**src/rtl/fb_arbiter.sv**
```systemverilog
// Framebuffer arbiter: shares one synchronous-read 256x8 display RAM between
// VGA scanout reads, atomic sprite read-XOR-write draws and whole-screen clears.
module fb_arbiter #(
    parameter logic [7:0] CLEAR_VALUE = 8'h00
) (
    input  logic       clk,
    input  logic       rst,
    input  logic       vga_req,
    input  logic [7:0] vga_addr,
    output logic       vga_gnt,
    output logic       vga_rvalid,
    output logic [7:0] vga_rdata,
    input  logic       draw_req,
    input  logic [7:0] draw_addr,
    input  logic [7:0] draw_data,
    output logic       draw_ack,
    output logic       draw_collision,
    input  logic       clr_req,
    output logic       clr_busy,
    output logic       clr_done,
    output logic [7:0] mem_addr,
    output logic       mem_we,
    output logic [7:0] mem_wdata,
    input  logic [7:0] mem_rdata
);
    localparam int unsigned AW = 8;
    localparam int unsigned DW = 8;

    typedef enum logic [2:0] {
        S_IDLE, S_VGA_RD, S_VGA_CAP, S_DRAW_RD, S_DRAW_MOD, S_DRAW_WR, S_CLEAR
    } state_e;

    state_e          state_q, state_d;
    logic            last_vga_q, last_vga_d;
    logic [AW-1:0]   cnt_q, cnt_d;
    logic [DW-1:0]   draw_data_q, draw_data_d;
    logic            vga_gnt_q, vga_gnt_d;
    logic            vga_rvalid_q, vga_rvalid_d;
    logic [DW-1:0]   vga_rdata_q, vga_rdata_d;
    logic            draw_ack_q, draw_ack_d;
    logic            draw_coll_q, draw_coll_d;
    logic            clr_busy_q, clr_busy_d;
    logic            clr_done_q, clr_done_d;
    logic [AW-1:0]   mem_addr_q, mem_addr_d;
    logic            mem_we_q, mem_we_d;
    logic [DW-1:0]   mem_wdata_q, mem_wdata_d;

    // A clear is waiting either as a fresh request or as a preempted clear to resume.
    logic clr_pend_c, drw_pend_c, vga_ok_c;
    assign clr_pend_c = clr_busy_q | clr_req;
    assign drw_pend_c = draw_req & ~clr_busy_q;
    assign vga_ok_c   = vga_req & ~(last_vga_q & (clr_pend_c | drw_pend_c));

    always_comb begin
        state_d      = state_q;
        last_vga_d   = last_vga_q;
        cnt_d        = cnt_q;
        draw_data_d  = draw_data_q;
        vga_gnt_d    = 1'b0;
        vga_rvalid_d = 1'b0;
        vga_rdata_d  = vga_rdata_q;
        draw_ack_d   = 1'b0;
        draw_coll_d  = 1'b0;
        clr_busy_d   = clr_busy_q;
        clr_done_d   = 1'b0;
        mem_addr_d   = mem_addr_q;
        mem_we_d     = 1'b0;
        mem_wdata_d  = mem_wdata_q;

        case (state_q)
            S_IDLE: begin
                if (vga_ok_c) begin
                    state_d    = S_VGA_RD;
                    vga_gnt_d  = 1'b1;
                    mem_addr_d = vga_addr;
                    last_vga_d = 1'b1;
                end else if (clr_pend_c) begin
                    state_d     = S_CLEAR;
                    clr_busy_d  = 1'b1;
                    mem_addr_d  = cnt_q;
                    mem_we_d    = 1'b1;
                    mem_wdata_d = CLEAR_VALUE;
                    cnt_d       = cnt_q + AW'(1);
                    last_vga_d  = 1'b0;
                end else if (drw_pend_c) begin
                    state_d     = S_DRAW_RD;
                    mem_addr_d  = draw_addr;
                    draw_data_d = draw_data;
                    last_vga_d  = 1'b0;
                end
            end
            S_VGA_RD: state_d = S_VGA_CAP;
            S_VGA_CAP: begin
                state_d      = S_IDLE;
                vga_rdata_d  = mem_rdata;
                vga_rvalid_d = 1'b1;
            end
            S_DRAW_RD: state_d = S_DRAW_MOD;
            S_DRAW_MOD: begin
                state_d     = S_DRAW_WR;
                mem_we_d    = 1'b1;
                mem_wdata_d = mem_rdata ^ draw_data_q;
                draw_ack_d  = 1'b1;
                draw_coll_d = |(mem_rdata & draw_data_q);
            end
            S_DRAW_WR: state_d = S_IDLE;
            S_CLEAR: begin
                // cnt_q wrapping to zero means address 255 is the write in flight.
                if (cnt_q == '0) begin
                    state_d    = S_IDLE;
                    clr_busy_d = 1'b0;
                    clr_done_d = 1'b1;
                end else if (vga_req) begin
                    state_d    = S_VGA_RD;
                    vga_gnt_d  = 1'b1;
                    mem_addr_d = vga_addr;
                    last_vga_d = 1'b1;
                end else begin
                    mem_addr_d  = cnt_q;
                    mem_we_d    = 1'b1;
                    mem_wdata_d = CLEAR_VALUE;
                    cnt_d       = cnt_q + AW'(1);
                end
            end
            default: state_d = S_IDLE;
        endcase
    end

    always_ff @(posedge clk or negedge rst) begin
        if (!rst) begin
            state_q      <= S_IDLE;
            last_vga_q   <= 1'b0;
            cnt_q        <= '0;
            draw_data_q  <= '0;
            vga_gnt_q    <= 1'b0;
            vga_rvalid_q <= 1'b0;
            vga_rdata_q  <= '0;
            draw_ack_q   <= 1'b0;
            draw_coll_q  <= 1'b0;
            clr_busy_q   <= 1'b0;
            clr_done_q   <= 1'b0;
            mem_addr_q   <= '0;
            mem_we_q     <= 1'b0;
            mem_wdata_q  <= '0;
        end else begin
            state_q      <= state_d;
            last_vga_q   <= last_vga_d;
            cnt_q        <= cnt_d;
            draw_data_q  <= draw_data_d;
            vga_gnt_q    <= vga_gnt_d;
            vga_rvalid_q <= vga_rvalid_d;
            vga_rdata_q  <= vga_rdata_d;
            draw_ack_q   <= draw_ack_d;
            draw_coll_q  <= draw_coll_d;
            clr_busy_q   <= clr_busy_d;
            clr_done_q   <= clr_done_d;
            mem_addr_q   <= mem_addr_d;
            mem_we_q     <= mem_we_d;
            mem_wdata_q  <= mem_wdata_d;
        end
    end

    assign vga_gnt        = vga_gnt_q;
    assign vga_rvalid     = vga_rvalid_q;
    assign vga_rdata      = vga_rdata_q;
    assign draw_ack       = draw_ack_q;
    assign draw_collision = draw_coll_q;
    assign clr_busy       = clr_busy_q;
    assign clr_done       = clr_done_q;
    assign mem_addr       = mem_addr_q;
    assign mem_we         = mem_we_q;
    assign mem_wdata      = mem_wdata_q;

endmodule

```
**config.mk**
```make
export PLATFORM = sky130hd
export DESIGN_NAME = fb_arbiter
export DESIGN_NICKNAME = d
export VERILOG_FILES = /design/src/rtl/fb_arbiter.sv
export SDC_FILE = /design/constraint.sdc
export NUM_CORES = 1
export LEC_CHECK = 0
export CAP_MARGIN = 20
export CORE_ASPECT_RATIO = 1.25
export CORE_UTILIZATION = 44
export CTS_CLUSTER_DIAMETER = 200
export DETAILED_ROUTE_END_ITERATION = 12
export GPL_TIMING_DRIVEN = 1
export MAX_ROUTING_LAYER = met4
export PLACE_DENSITY = 0.77
export SYNTH_ARGS = -nofsm -noshare
export SYNTH_HDL_FRONTEND = slang
export SYNTH_SLANG_ARGS = --single-unit
```
**constraint.sdc**
```tcl
create_clock -name clk -period 1.8 [get_ports clk]
set_input_delay 0.36 -clock clk [delete_from_list [all_inputs] [get_ports clk]]
set_output_delay 0.36 -clock clk [all_outputs]
set_load 0.05 [all_outputs]
```
# ---- Word-level counts from Yosys, hierarchy flattened
# Cells that the tools add are included.
dict set report classes {
  n_addsub 1
  n_eq_ne 13
  mux 46
  n_bitwise 11
  reduce_logical 12
}
# operator count
set ops {}
lappend ops {{two-way mux 8 bit} 13}
lappend ops {{one-hot mux 8 bit (2 select lines)} 2}
lappend ops {{one-hot mux 8 bit (3 select lines)} 1}
lappend ops {{two-way mux 1 bit} 20}
lappend ops {{two-way mux 3 bit} 5}
lappend ops {{one-hot mux 3 bit (5 select lines)} 1}
lappend ops {{!= test 2 bit, second input constant} 6}
lappend ops {{AND reduction 4 bit} 3}
lappend ops {{AND reduction 5 bit} 2}
lappend ops {{adder 8 x 1 -> 8 bit, second input constant} 1}
lappend ops {{bitwise AND 8 bit} 1}
lappend ops {{logical NOT 8 bit} 1}
lappend ops {{OR reduction 8 bit} 1}
lappend ops {{XOR 8 bit} 1}
lappend ops {{equality test 3 x 2 -> 1 bit, second input constant} 2}
lappend ops {{equality test 3 bit, second input constant} 2}
lappend ops {{one-hot mux 1 bit (2 select lines)} 3}
lappend ops {{!= test 4 bit, second input constant} 1}
lappend ops {{inverter 1 bit} 4}
lappend ops {{bitwise AND 1 bit} 3}
lappend ops {{equality test 3 x 1 -> 1 bit, second input constant} 1}
lappend ops {{logical NOT 3 bit} 1}
lappend ops {{!= test 3 bit, second input constant} 1}
lappend ops {{one-hot mux 1 bit (3 select lines)} 1}
lappend ops {{other kinds (5)} 6}
dict set report word_totals {
  ff_bits 51
  inputBits 37
}

# ---- Logic depth before layout (Yosys ltp)
dict set report depth {
  word_depth 8
  ltp_mapped 7
}

# ---- Worst setup path after synthesis
# OpenSTA, ideal clock, no wires.
dict set report synth_path {
  path_type {reg-to-reg}
  from {register clr_busy_q, in the netlist clr_busy}
  to {register mem_addr_q[0], in the netlist mem_addr[0]}
  setup_time_ns 0.125
  t_arrival_ns 1.929
  setup_slack_ns -0.255
  stages_incl_launch_ff 5
  path_buffers 0
  synth_period_minus_slack_ns 2.055
  cell_sequence {dfrtp_1 or2_1 a211oi_1 a222oi_1 mux2_4}
}
dict set report synth_via {
  elab_chain_cells 8
  elab_cells_between_ends 12
  classes_between {eq/ne: 1; mux: 3; bitwise: 7; reduce/logical: 1}
}
# item line_no
set synth_lines {}
lappend synth_lines {{from (decl)} 42} ;# logic clr_busy_q, clr_busy_d;
lappend synth_lines {{from (signal assigned)} 155} ;# clr_busy_q <= clr_busy_d;
lappend synth_lines {{inverter 1 bit} 51} ;# assign drw_pend_c = draw_req & ~clr_busy_q;
lappend synth_lines {{bitwise AND 1 bit} 51}
lappend synth_lines {{bitwise OR 1 bit} 52} ;# assign vga_ok_c = vga_req & ~(last_vga_q & (clr_pend_c | drw_pend_c));
lappend synth_lines {{bitwise AND 1 bit} 52}
lappend synth_lines {{inverter 1 bit} 52}
lappend synth_lines {{bitwise AND 1 bit} 52}
lappend synth_lines {{!= test 4 bit (no source line) or two-way mux 8 bit (tied branches)} n/a}
lappend synth_lines {{AND reduction 3 bit (no source line) or one-hot mux 8 bit (2 select lines) (tied branches)} n/a}
lappend synth_lines {{to (signal assigned)} 157} ;# mem_addr_q <= mem_addr_d;
lappend synth_lines {{to (decl)} 44} ;# logic [AW-1:0] mem_addr_q, mem_addr_d;
# Parallel ways exist; a longest one is shown, timed or not.
# A chain may end at the register's enable or synchronous reset.

# ---- Final worst setup path
dict set report layout_path {
  from {register cnt_q[0]}
  to {register mem_addr_q[0], in the netlist mem_addr[0]}
}
dict set report layout_via {
  elab_chain_cells 3
  elab_cells_between_ends 8
  classes_between {eq/ne: 1; mux: 5; reduce/logical: 2}
}
# item line_no
set layout_lines {}
lappend layout_lines {{from (decl)} 35} ;# logic [AW-1:0] cnt_q, cnt_d;
lappend layout_lines {{from (signal assigned)} 148} ;# cnt_q <= cnt_d;
lappend layout_lines {{logical NOT 8 bit, or another cell as far along} 109} ;# if (cnt_q == '0) begin
lappend layout_lines {{!= test 2 bit (no source line), or another cell as far along} n/a}
lappend layout_lines {{AND reduction 3 bit (no source line) or one-hot mux 8 bit (2 select lines) (tied branches)} n/a}
# Parallel ways exist; a longest one is shown, timed or not. The select of a mux whose other input is x is not followed.

==> out/results.txt <==
Status: complete, but fails checks
Failing checks: setup timing
Maximum number of pins on one net before global-route repair: 47
Pin slew with the least headroom to its limit: 0.497 ns
Number of enable-type register cells in the synthesized netlist: 0
Overall die area: 0.00606 mm^2
Hold Crit Class: in2async
Delay-heaviest family, CP: simple AND/OR/NAND/NOR gates
Max stage delay on crit path: 0.41 ns
Main flop type after synthesis: sky130_fd_sc_hd__dfrtp_1
Root buffer cell: sky130_fd_sc_hd__clkbuf_8
Fraction of synthesized cell area taken by the top area cell type: 50.5%
Number of antenna repair diodes: 0
Sequential share of power: 29.5%
Mean number of vias per cell: 5.21
Worst IR drop on VDD: 0.836 mV
Switching power of the nets: 2770 uW
Ys Warns: 0
Total global routing overflow: 0
Global-route usage over all layers: 19.4%
Most used standard cells in the synthesized netlist: 51 x sky130_fd_sc_hd__dfrtp_1, 25 x sky130_fd_sc_hd__inv_1, 25 x sky130_fd_sc_hd__nand2_1, 16 x sky130_fd_sc_hd__mux2_2, 10 x sky130_fd_sc_hd__ha_1
Cell type with the largest total area after synthesis: sky130_fd_sc_hd__dfrtp_1
Chip Height: 86.8 um
Largest driver fanout on the critical path: 8
Fin crit period: 1.87 ns
Dominant cells by area after synthesis: sky130_fd_sc_hd__dfrtp_1 50%, sky130_fd_sc_hd__mux2_2 7.1%, sky130_fd_sc_hd__ha_1 4.9%
Unrepaired setup endpoints after global routing: yes
Final setup fails: 8
Fin. Hold Viols: 0
Layout Skew: 0.00817 ns
R2R Setup Slk: -0.07 ns
Final estimated routing congestion in global placement: 0.827
Clk sinks: 51
CTS tree: done
Starting density of the core: 46.1%
Count of final max-slew check failures: 0
TritonRoute pass-1 iters: 5
Iter 0 DRT Violations: 93
Area added between synthesis and finish: 42.0%
Critical-path top delay cell: sky130_fd_sc_hd__or3b_4
Drt drc: 0
Required time reported for the critical path endpoint: 2.00 ns
Max-cap check violation count: 0
Most used standard cell by instance count after synthesis: sky130_fd_sc_hd__dfrtp_1
Synthesized instance count: 220
Sw Ratio: 43.9%
Fraction of synthesis flops using an asynchronous set or reset pin: 100%
Fin cells: 385
Post-route design area: 0.00359 mm^2
Maximum clock frequency: 0.535 GHz
Fillers: 430
Setup slack after layout: -0.0691 ns
Wire length of the first global-routing pass: 9060 um
Worst path depth: 6
Placeable core area: 0.00548 mm^2
Clock latency reported for the late side of the worst-skew pair: 0.31 ns
Ports: 68
Arrival time of the worst setup path: 2.07 ns
Placement-stage worst setup slack: -0.363 ns
Netlist area before placement: 0.00253 mm^2
Kind of launch point of the worst setup path: flop
Count of placed standard cells including taps: 373
Port-buffer cells: 67
Maximum number of buffers from clock root to sink: 2
Initial antenna violation count: 0
DP Wirelength: 4040 um
Total cell area at the placement stage: 0.00340 mm^2
Worst r2r path cells: 6
Num rows: 30
Horizontal die dimension: 69.8 um
Internal power component: 3540 uW
Worst slew slack as a fraction of its limit: 66.8%
Critical path buffers and inverters: 1
WS Path Type: reg2reg
Net count reported at finish: 367
Syn nets: 267
Sequential element share of the synthesized area: 50.5%
CP Cell Sequence: inv_2 -> ha_1 -> or3b_4 -> o21a_4 -> nand2b_4 -> mux2_4
DRT antenna net count: 0
Power density over the cells: 1760 mW/mm^2
Wire length per cell after detailed routing: 14.1 um
Combinational fraction of design power: 57.5%
Sort of element at the end of the critical path: flop
Deepest level of the CTS H-tree: 2
Via count of the first global-routing pass: 1922
Count of state elements after synthesis: 51
Total CTS buffers: 5
Relative contribution of the clock network to total power: 12.9%
Final worst path period share: 104%
Post-Synthesis Mean Instance Area: 11.5 um^2
Static Leakage: 0.00175 uW
Layout cells sized above 1: 36.8%
Vias: 2006
Yosys cell types: 47
Clock slew seen by the registers of the worst setup and hold paths: 0.10 ns
Total wire length after detailed routing: 5430 um
[power by group through the flow]
stage	combinational, uW	clock [uW]	sequential, uW
2_1_floorplan	1510	0	2790
3_3_place_gp	3460	0	1870
3_5_place_dp	3520	0	1880
4_1_cts	3560	840	1860
5_1_grt	3860	878	1920
6_report	3630	817	1870
[sequential cells by signal (all words and copies together) (netlist names)]
register	cells
clr_busy	1
clr_done	1
cnt_q	8
draw_ack	1
draw_collision	1
draw_data_q	8
last_vga_q	1
mem_addr	8
mem_wdata	8
mem_we	1
state_q	3
vga_gnt	1
vga_rdata	8
vga_rvalid	1
[path summary, 6_finish.rpt]
path,from,end
setup / recovery,cnt_q[0]$_DFFE_PN0P_,mem_addr[0]$_DFFE_PN0P_
hold / removal,rst,vga_rdata[6]$_DFFE_PN0P_
setup reg to reg,cnt_q[0]$_DFFE_PN0P_,mem_addr[0]$_DFFE_PN0P_
hold reg to reg,vga_rdata[6]$_DFFE_PN0P_,vga_rdata[6]$_DFFE_PN0P_
max in group asynchronous,rst,clr_busy$_DFFE_PN0P_
min in group clk,vga_rdata[6]$_DFFE_PN0P_,vga_rdata[6]$_DFFE_PN0P_
[worst register-to-register path, stage by stage, from the launching register on]
cell	delay [ns]
sky130_fd_sc_hd__dfrtp_1	0.40
sky130_fd_sc_hd__inv_2	0.06
sky130_fd_sc_hd__ha_1	0.14
sky130_fd_sc_hd__or3b_4	0.41
sky130_fd_sc_hd__o21a_4	0.21
sky130_fd_sc_hd__nand2b_4	0.21
sky130_fd_sc_hd__mux2_4	0.33
[routing by layer]
layer  track usage [%]  vias up  wire (um)
li1                  -      968          -
met1              22.7      970       2320
met2              33.7       62       2760
met3              3.84        6        269
met4              6.00        0         69
met5                 -        -          0
[through the flow]
stage                     power, uW  TNS [ns]  hold slack, ns  utilization, %
after global routing           6660    -0.938           0.414            65.5
after CTS                      6260    -0.623           0.409            64.7
after floorplan                4300    -0.742          0.0644               -
after detailed placement       5410     -4.44           0.200            62.0
after global placement         5330     -3.55           0.198            62.0
final                          6310    -0.545           0.413            65.5
[cell usage in the layout, fill, tap and decap left out, types with 3 or more instances in the layout]
cell                              Yosys  final
sky130_fd_sc_hd__a222oi_1             8      8
sky130_fd_sc_hd__inv_1               25     23
sky130_fd_sc_hd__xnor2_1              7      7
sky130_fd_sc_hd__clkdlybuf4s50_1      0     35
sky130_fd_sc_hd__clkbuf_8             0      5
sky130_fd_sc_hd__ha_1                10     10
sky130_fd_sc_hd__mux2_4               8      8
sky130_fd_sc_hd__nand2_1             25     25
sky130_fd_sc_hd__o21ai_2              0      6
sky130_fd_sc_hd__dfrtp_1             51     50
sky130_fd_sc_hd__o21ai_1              9      4
sky130_fd_sc_hd__mux2_2              16     16
sky130_fd_sc_hd__nor2_1               5      5
sky130_fd_sc_hd__buf_4                1     58
sky130_fd_sc_hd__a21oi_1              5      5
sky130_fd_sc_hd__nand3_1              3      3
sky130_fd_sc_hd__o21ai_0              5      4
[timing repair]
action	4_1_cts	5_1_grt
endpoints found under the hold margin	5	0
buffers inserted	3	0
setup endpoints to repair	18	20
hold buffers	1	0
resized for setup	1	12
pin swaps	0	0
[kinds of logic (layout without fill, tap and decap cells)]
group                    Yosys count  count (layout)  synth area share (%)
AND/OR/NAND/NOR                   54              54                  12.1
buffers and inverters             33             134                  5.99
multiplexers                      25              25                  12.3
flip-flops                        51              51                  50.5
XOR/XNOR                           7               7                  2.42
AO/OA/AOI/OAI                     40              40                  11.8
adder cells (fa/ha/maj)           10              10                  4.95
[final cells by class]
| class | instances | area (um^2) | share of cell area (%) |
|---|---|---|---|
| Sequential cell | 51 | 1280 | 35.6 |
| Timing Repair Buffer | 100 | 873 | 24.3 |
| Tap cell | 64 | 80.1 | 2.23 |
| Multi-Input combinational cell | 136 | 1150 | 31.9 |
| Clock inverter | 3 | 46.3 | 1.29 |
| Inverter | 26 | 97.6 | 2.72 |
| Clock buffer | 5 | 68.8 | 1.92 |
Note: power is estimated with default switching activity, not from simulation.
